File: src/rtl/joy_db15_pkg.sv
// joy_db15_pkg: shared constants, state encoding and frame helper for the
// DB15 joystick responder.
package joy_db15_pkg;

  localparam int FRAME_BITS  = 24;
  localparam int PLAYER_BITS = 12;

  typedef enum logic [1:0] {
    IDLE  = 2'd0,
    LOAD  = 2'd1,
    SHIFT = 2'd2
  } joy_state_e;

  typedef logic [FRAME_BITS-1:0] frame_t;

  // Wire image of one frame: player 1 bits first (LSB out first), then
  // player 2, inverted because the wire is active-low.
  function automatic frame_t build_frame(input logic [15:0] joy1,
                                         input logic [15:0] joy2);
    return ~{joy2[PLAYER_BITS-1:0], joy1[PLAYER_BITS-1:0]};
  endfunction

endpackage

File: src/rtl/joy_sync.sv
// joy_sync: N-stage synchroniser for one asynchronous input, with a
// parameterised reset value so an idle-high line stays quiet in reset.
module joy_sync #(
  parameter int   STAGES  = 2,
  parameter logic RST_VAL = 1'b1
) (
  input  logic clk,
  input  logic reset,
  input  logic d,
  output logic q
);

  logic [STAGES-1:0] sync_r;

  // Shift the asynchronous input through the synchroniser chain
  always_ff @(posedge clk) begin
    if (reset) begin
      sync_r <= {STAGES{RST_VAL}};
    end else begin
      sync_r <= {sync_r[STAGES-2:0], d};
    end
  end

  assign q = sync_r[STAGES-1];

endmodule

File: src/rtl/joy_db15_resp.sv
// joy_db15_resp: emulates a 74HC165-style DB15 joystick shift register.
// The reader strobes load low, then clocks out 24 active-low bits
// (player 1 bits 0..11, then player 2 bits 0..11).
// Optional link watchdog enabled by defining JOY_DB15_RESP_WDT_EN.
module joy_db15_resp
  import joy_db15_pkg::*;
#(
  parameter int SYNC_STAGES = 2,
  parameter int WDT_CYCLES  = 2400000
) (
  input  logic        clk,
  input  logic        reset,
  input  logic        joy_clk_in,
  input  logic        joy_load_in,
  input  logic [15:0] joystick1,
  input  logic [15:0] joystick2,
  output logic        joy_data_out,
  output logic        frame_done,
  output logic        link_ok
);

  localparam logic [4:0] FRAME_END = 5'(FRAME_BITS);

  logic       jclk_sync_s;
  logic       jload_sync_s;
  logic       jclk_prev_r;
  logic       jload_prev_r;
  logic       clk_rise_s;
  logic       load_rise_s;
  logic       load_fall_s;
  joy_state_e state_r;
  joy_state_e state_nxt_s;
  frame_t     shreg_r;
  frame_t     shreg_nxt_s;
  frame_t     frame_s;
  logic [4:0] bitcnt_r;
  logic [4:0] bitcnt_nxt_s;
  logic       done_nxt_s;
  logic       frame_done_r;
  logic       link_ok_r;
  logic       unused_s;

  joy_sync #(.STAGES(SYNC_STAGES), .RST_VAL(1'b1)) u_sync_clk (
    .clk   (clk),
    .reset (reset),
    .d     (joy_clk_in),
    .q     (jclk_sync_s)
  );

  joy_sync #(.STAGES(SYNC_STAGES), .RST_VAL(1'b1)) u_sync_load (
    .clk   (clk),
    .reset (reset),
    .d     (joy_load_in),
    .q     (jload_sync_s)
  );

  // Previous synchronised levels for edge detection
  always_ff @(posedge clk) begin
    if (reset) begin
      jclk_prev_r  <= 1'b1;
      jload_prev_r <= 1'b1;
    end else begin
      jclk_prev_r  <= jclk_sync_s;
      jload_prev_r <= jload_sync_s;
    end
  end

  assign clk_rise_s  = jclk_sync_s & ~jclk_prev_r;
  assign load_rise_s = jload_sync_s & ~jload_prev_r;
  assign load_fall_s = ~jload_sync_s & jload_prev_r;
  assign frame_s     = build_frame(joystick1, joystick2);

  // Next-state and datapath: a low load overrides everything (and so wins
  // over a simultaneous clock edge); shifting only happens in SHIFT.
  always_comb begin
    state_nxt_s  = state_r;
    shreg_nxt_s  = shreg_r;
    bitcnt_nxt_s = bitcnt_r;
    done_nxt_s   = 1'b0;
    if (!jload_sync_s) begin
      state_nxt_s  = LOAD;
      shreg_nxt_s  = frame_s;
      bitcnt_nxt_s = 5'd0;
    end else begin
      case (state_r)
        IDLE: begin
          state_nxt_s = IDLE;
        end
        LOAD: begin
          if (load_rise_s) begin
            state_nxt_s = SHIFT;
          end else begin
            state_nxt_s = LOAD;
          end
        end
        SHIFT: begin
          if (clk_rise_s) begin
            shreg_nxt_s  = {1'b1, shreg_r[FRAME_BITS-1:1]};
            bitcnt_nxt_s = bitcnt_r + 5'd1;
            if (bitcnt_nxt_s == FRAME_END) begin
              done_nxt_s  = 1'b1;
              shreg_nxt_s = '1;
              state_nxt_s = IDLE;
            end else begin
              state_nxt_s = SHIFT;
            end
          end else begin
            state_nxt_s = SHIFT;
          end
        end
        default: begin
          state_nxt_s = IDLE;
          shreg_nxt_s = '1;
        end
      endcase
    end
  end

  // State, shift register, bit counter and frame-done pulse
  always_ff @(posedge clk) begin
    if (reset) begin
      state_r      <= IDLE;
      shreg_r      <= '1;
      bitcnt_r     <= 5'd0;
      frame_done_r <= 1'b0;
    end else begin
      state_r      <= state_nxt_s;
      shreg_r      <= shreg_nxt_s;
      bitcnt_r     <= bitcnt_nxt_s;
      frame_done_r <= done_nxt_s;
    end
  end

`ifdef JOY_DB15_RESP_WDT_EN
  localparam int WDT_W = $clog2(WDT_CYCLES + 1);
  localparam logic [WDT_W-1:0] WDT_MAX = WDT_W'(WDT_CYCLES);

  logic [WDT_W-1:0] wdt_cnt_r;

  // Watchdog: restart on every load fall, drop link_ok when it saturates
  always_ff @(posedge clk) begin
    if (reset) begin
      wdt_cnt_r <= '0;
      link_ok_r <= 1'b0;
    end else if (load_fall_s) begin
      wdt_cnt_r <= '0;
      link_ok_r <= 1'b1;
    end else if (wdt_cnt_r != WDT_MAX) begin
      wdt_cnt_r <= wdt_cnt_r + WDT_W'(1);
      if (wdt_cnt_r == WDT_MAX - WDT_W'(1)) begin
        link_ok_r <= 1'b0;
      end else begin
        link_ok_r <= link_ok_r;
      end
    end else begin
      link_ok_r <= 1'b0;
    end
  end
`else
  // Without the watchdog the link is reported good whenever out of reset
  always_ff @(posedge clk) begin
    if (reset) begin
      link_ok_r <= 1'b0;
    end else begin
      link_ok_r <= 1'b1;
    end
  end
`endif

  // Unused joystick bits and helper terms kept visible as intentionally unused
  assign unused_s = ^{joystick1[15:12], joystick2[15:12], load_fall_s,
                      (WDT_CYCLES != 0)};

  assign joy_data_out = shreg_r[0];
  assign frame_done   = frame_done_r;
  assign link_ok      = link_ok_r;

endmodule

File: config.mk
export PLATFORM = sky130hd
export DESIGN_NAME = joy_db15_resp
export DESIGN_NICKNAME = d
export VERILOG_FILES = /design/src/rtl/joy_db15_pkg.sv /design/src/rtl/joy_sync.sv /design/src/rtl/joy_db15_resp.sv
export SDC_FILE = /design/constraint.sdc
export NUM_CORES = 1
export LEC_CHECK = 0
export BUFFER_PORTS_ARGS = -buffer_cell sky130_fd_sc_hd__buf_4
export CAP_MARGIN = 15
export CORE_MARGIN = 5
export CORE_UTILIZATION = 37
export DETAILED_ROUTE_END_ITERATION = 12
export GPL_TIMING_DRIVEN = 0
export HOLD_SLACK_MARGIN = 0.08
export SLEW_MARGIN = 30
export SYNTH_ARGS = -nofsm -noshare
export SYNTH_HDL_FRONTEND = slang
export SYNTH_SLANG_ARGS = --single-unit
File: constraint.sdc
create_clock -name clk -period 1.7 [get_ports clk]
set_input_delay 0.34 -clock clk [delete_from_list [all_inputs] [get_ports clk]]
set_output_delay 0.34 -clock clk [all_outputs]
set_load 0.02 [all_outputs]
==> out/qor.yml <==
synth_nets: 240
grt_start_max_net_pins: 13
top_level_ports: 39
num_vias: 1586
finish.instance_area_um2: 2570
critPathKind: "reg2reg"
worst_slack_ns: 0.0494
gp_congestion: 0.752
rsz0062_at_grt: "yes"
die_w_um: 81.1
fin_util_pct: 53.3
reg2reg_to: "shreg_r[17]"
initial_core_util_pct: 38.8
r2r-start: "state_r[1]"
syn_to_final_growth_pct: 37.3
nets: 275
first_global_vias: 1488
register_area_um2: 783
track_usage_pct: 13.9
cellPowerDensity_nw_per_um2: 793
dp.cells: 297
syn_area_per_cell_um2: 9.35
cts_tree: "yes"
synth_area_leader_cell: "dfxtp_1"
worst-path-max-fanout: 10
fin_total_pwr_w: 0.00204
clk_pin_slew_ns: 0.07
min_from: "joy_clk_in"
num_antenna_cells: 0
clk_latency_ns: 0.30
dr.pass1.iters: 4
postSynth.asyncResetShare_pct: 0
max_freq_mhz: 606
cp.required_ns: 1.91
wl_um: 4290
min_path_cells: 2
synth_top_area_share_pct: 41.7
synthCells: 200
reg2regPathDepth: 6
peakVddDrop_mv: 0.318
ctsLongestPathBuffers: 2
ys.flop_type: "dfxtp_1"
critPathLaunchType: "register"
final_common_cell: "dfxtp_1"
hold_viol: 0
portBuffers: 30
htreeDepth: 2
die_area_um2: 6580
setup_violations: 0
holdPathEnd: "u_sync_clk.sync_r[0]"
antenna_found_initial: 0
max_slew_margin_pct: 45.4
hold_class: "in2reg"
holdBufCountCts: 0
drt-wirelength-per-cell_um: 14.1
placeableCoreArea_um2: 4820
worstSetupEndpointType: "register"
synth_edf_count: 0
ys_top_cells_by_area: "dfxtp_1 42%, a211oi_1 9.2%, o311ai_1 8.9%, nor2b_1 8.0%, nand3_1 6.4%"
finalCritPeriodShare_pct: 97.1
synth_seq_cells: 39
synth_cell_type_count: 32
maxSlewViolCount: 0
final.setup_skew_ns: 0.00868
drc: 0
stdcell_count: 303
leakagePower_nw: 0.955
post-dp-hpwl_um: 2890
dp_slack_ns: -0.0770
clock_sinks: 39
cap_violations: 0
cts_buffers: 5
synth_area_um2: 1870
finalCriticalPeriod_ns: 1.65
layout-drive-gt1-share_pct: 39.8
viasPerCell: 5.23
tightest_slew_ns: 0.819
ctsRootBufferMaster: "clkbuf_8"
ant_nets: 0
overflow: 0
critical_path_arrival_ns: 1.86
final_cell_mix: "37 x dfxtp_1, 31 x buf_4, 24 x nor2b_1, 24 x nand3_1, 12 x a211oi_2"
postPlaceCellArea_um2: 2180
die_y_um: 81.1
grt_pass1_wl_um: 6990
ys_seq_area_share_pct: 41.7
status: "finished, final reports clean"
rows: 25
multi_input_area_um2: 1220
drtIter0Drc: 56
yosysWarnings: 0
reg2reg_setup_slack_ns: 0.05
fillers: 470
synth_stat cells (all sizes together), types with 3 or more instances:
cell and n:
inv 4, o311ai 23, nand2b 3, ha 4
xor2 3, nor2 5, nor2b 24, buf 10
nand2 6, dfxtp 39, nand3 24, or2 6
clkbuf 10, a211oi 23
cells by family (layout without fill, tap and decap cells):
kind of cell,Yosys count,in the layout,share of synthesized area (%)
AOI/OAI and AO/OA,52,52,23.1
xor gates and xnor gates,4,4,1.87
adders and majority gates,4,4,2.68
buffers and inverters,24,60,5.95
DFF,39,39,41.7
muxes,2,2,1.74
and+or+nand+nor,75,75,22.9
cell type report:
type	instances	area share, %
Sequential cell	39	30.5
Timing Repair Buffer	30	8.77
Tap cell	67	3.26
Clock inverter	2	1.36
Clock buffer	6	3.21
Buffer	18	4.63
Multi-Input combinational cell	137	47.7
Inverter	4	0.585
worst max-delay path by stage:
| stage | startpoint | to | slack [ns] |
|---|---|---|---|
| global route | bitcnt_r[0] | shreg_r[16] | -0.02 |
| global placement | bitcnt_r[0] | shreg_r[20] | -0.06 |
| finish | state_r[1] | shreg_r[17] | 0.05 |
| floorplan | state_r[0] | shreg_r[15] | 0.12 |
| CTS | state_r[0] | shreg_r[14] | 0.004 |
| detailed placement | bitcnt_r[0] | shreg_r[17] | -0.08 |
through the flow:
step / hold slack (ns) / setup TNS, ns
floorplan: 0.389 / 0
global placement: 0.392 / -0.730
detailed placement: 0.394 / -0.741
CTS: 0.218 / 0
global route: 0.229 / -0.121
finish: 0.226 / 0
routing by layer:
metal  track usage, %  wire length (um)  share of wire, %
met1             18.3              2070                48
met2             20.9              1890                44
met3             3.44               220               5.1
met4             7.60                99               2.3
met5                0                 0                 0
state kept, by name, summed over array words and instances, names as in the netlist:
name,count
jclk_prev_r,1
bitcnt_r,5
frame_done,1
link_ok,1
u_sync_load.sync_r,2
u_sync_clk.sync_r,2
shreg_r,24
jload_prev_r,1
state_r,2
power by group:
part	internal [W]	switching, W	total, W
registers	0.000959	0.0000270	0.000986
clock network	0.000475	0.000330	0.000804
logic	0.000132	0.000116	0.000248
critical path, stage by stage, from the launching register on:
cell and delay (ns):
dfxtp_2 0.35, inv_1 0.07, ha_2 0.17, a211o_4 0.34, and2_4 0.20, buf_12 0.16
o311ai_2 0.27
timing repair:
item | CTS | global route
buffers inserted | 0 | 0
resized for setup | 2 | 56
setup endpoints to repair | 23 | 24
pin swaps | 0 | 4
Note: power is estimated with default switching activity, not from simulation.
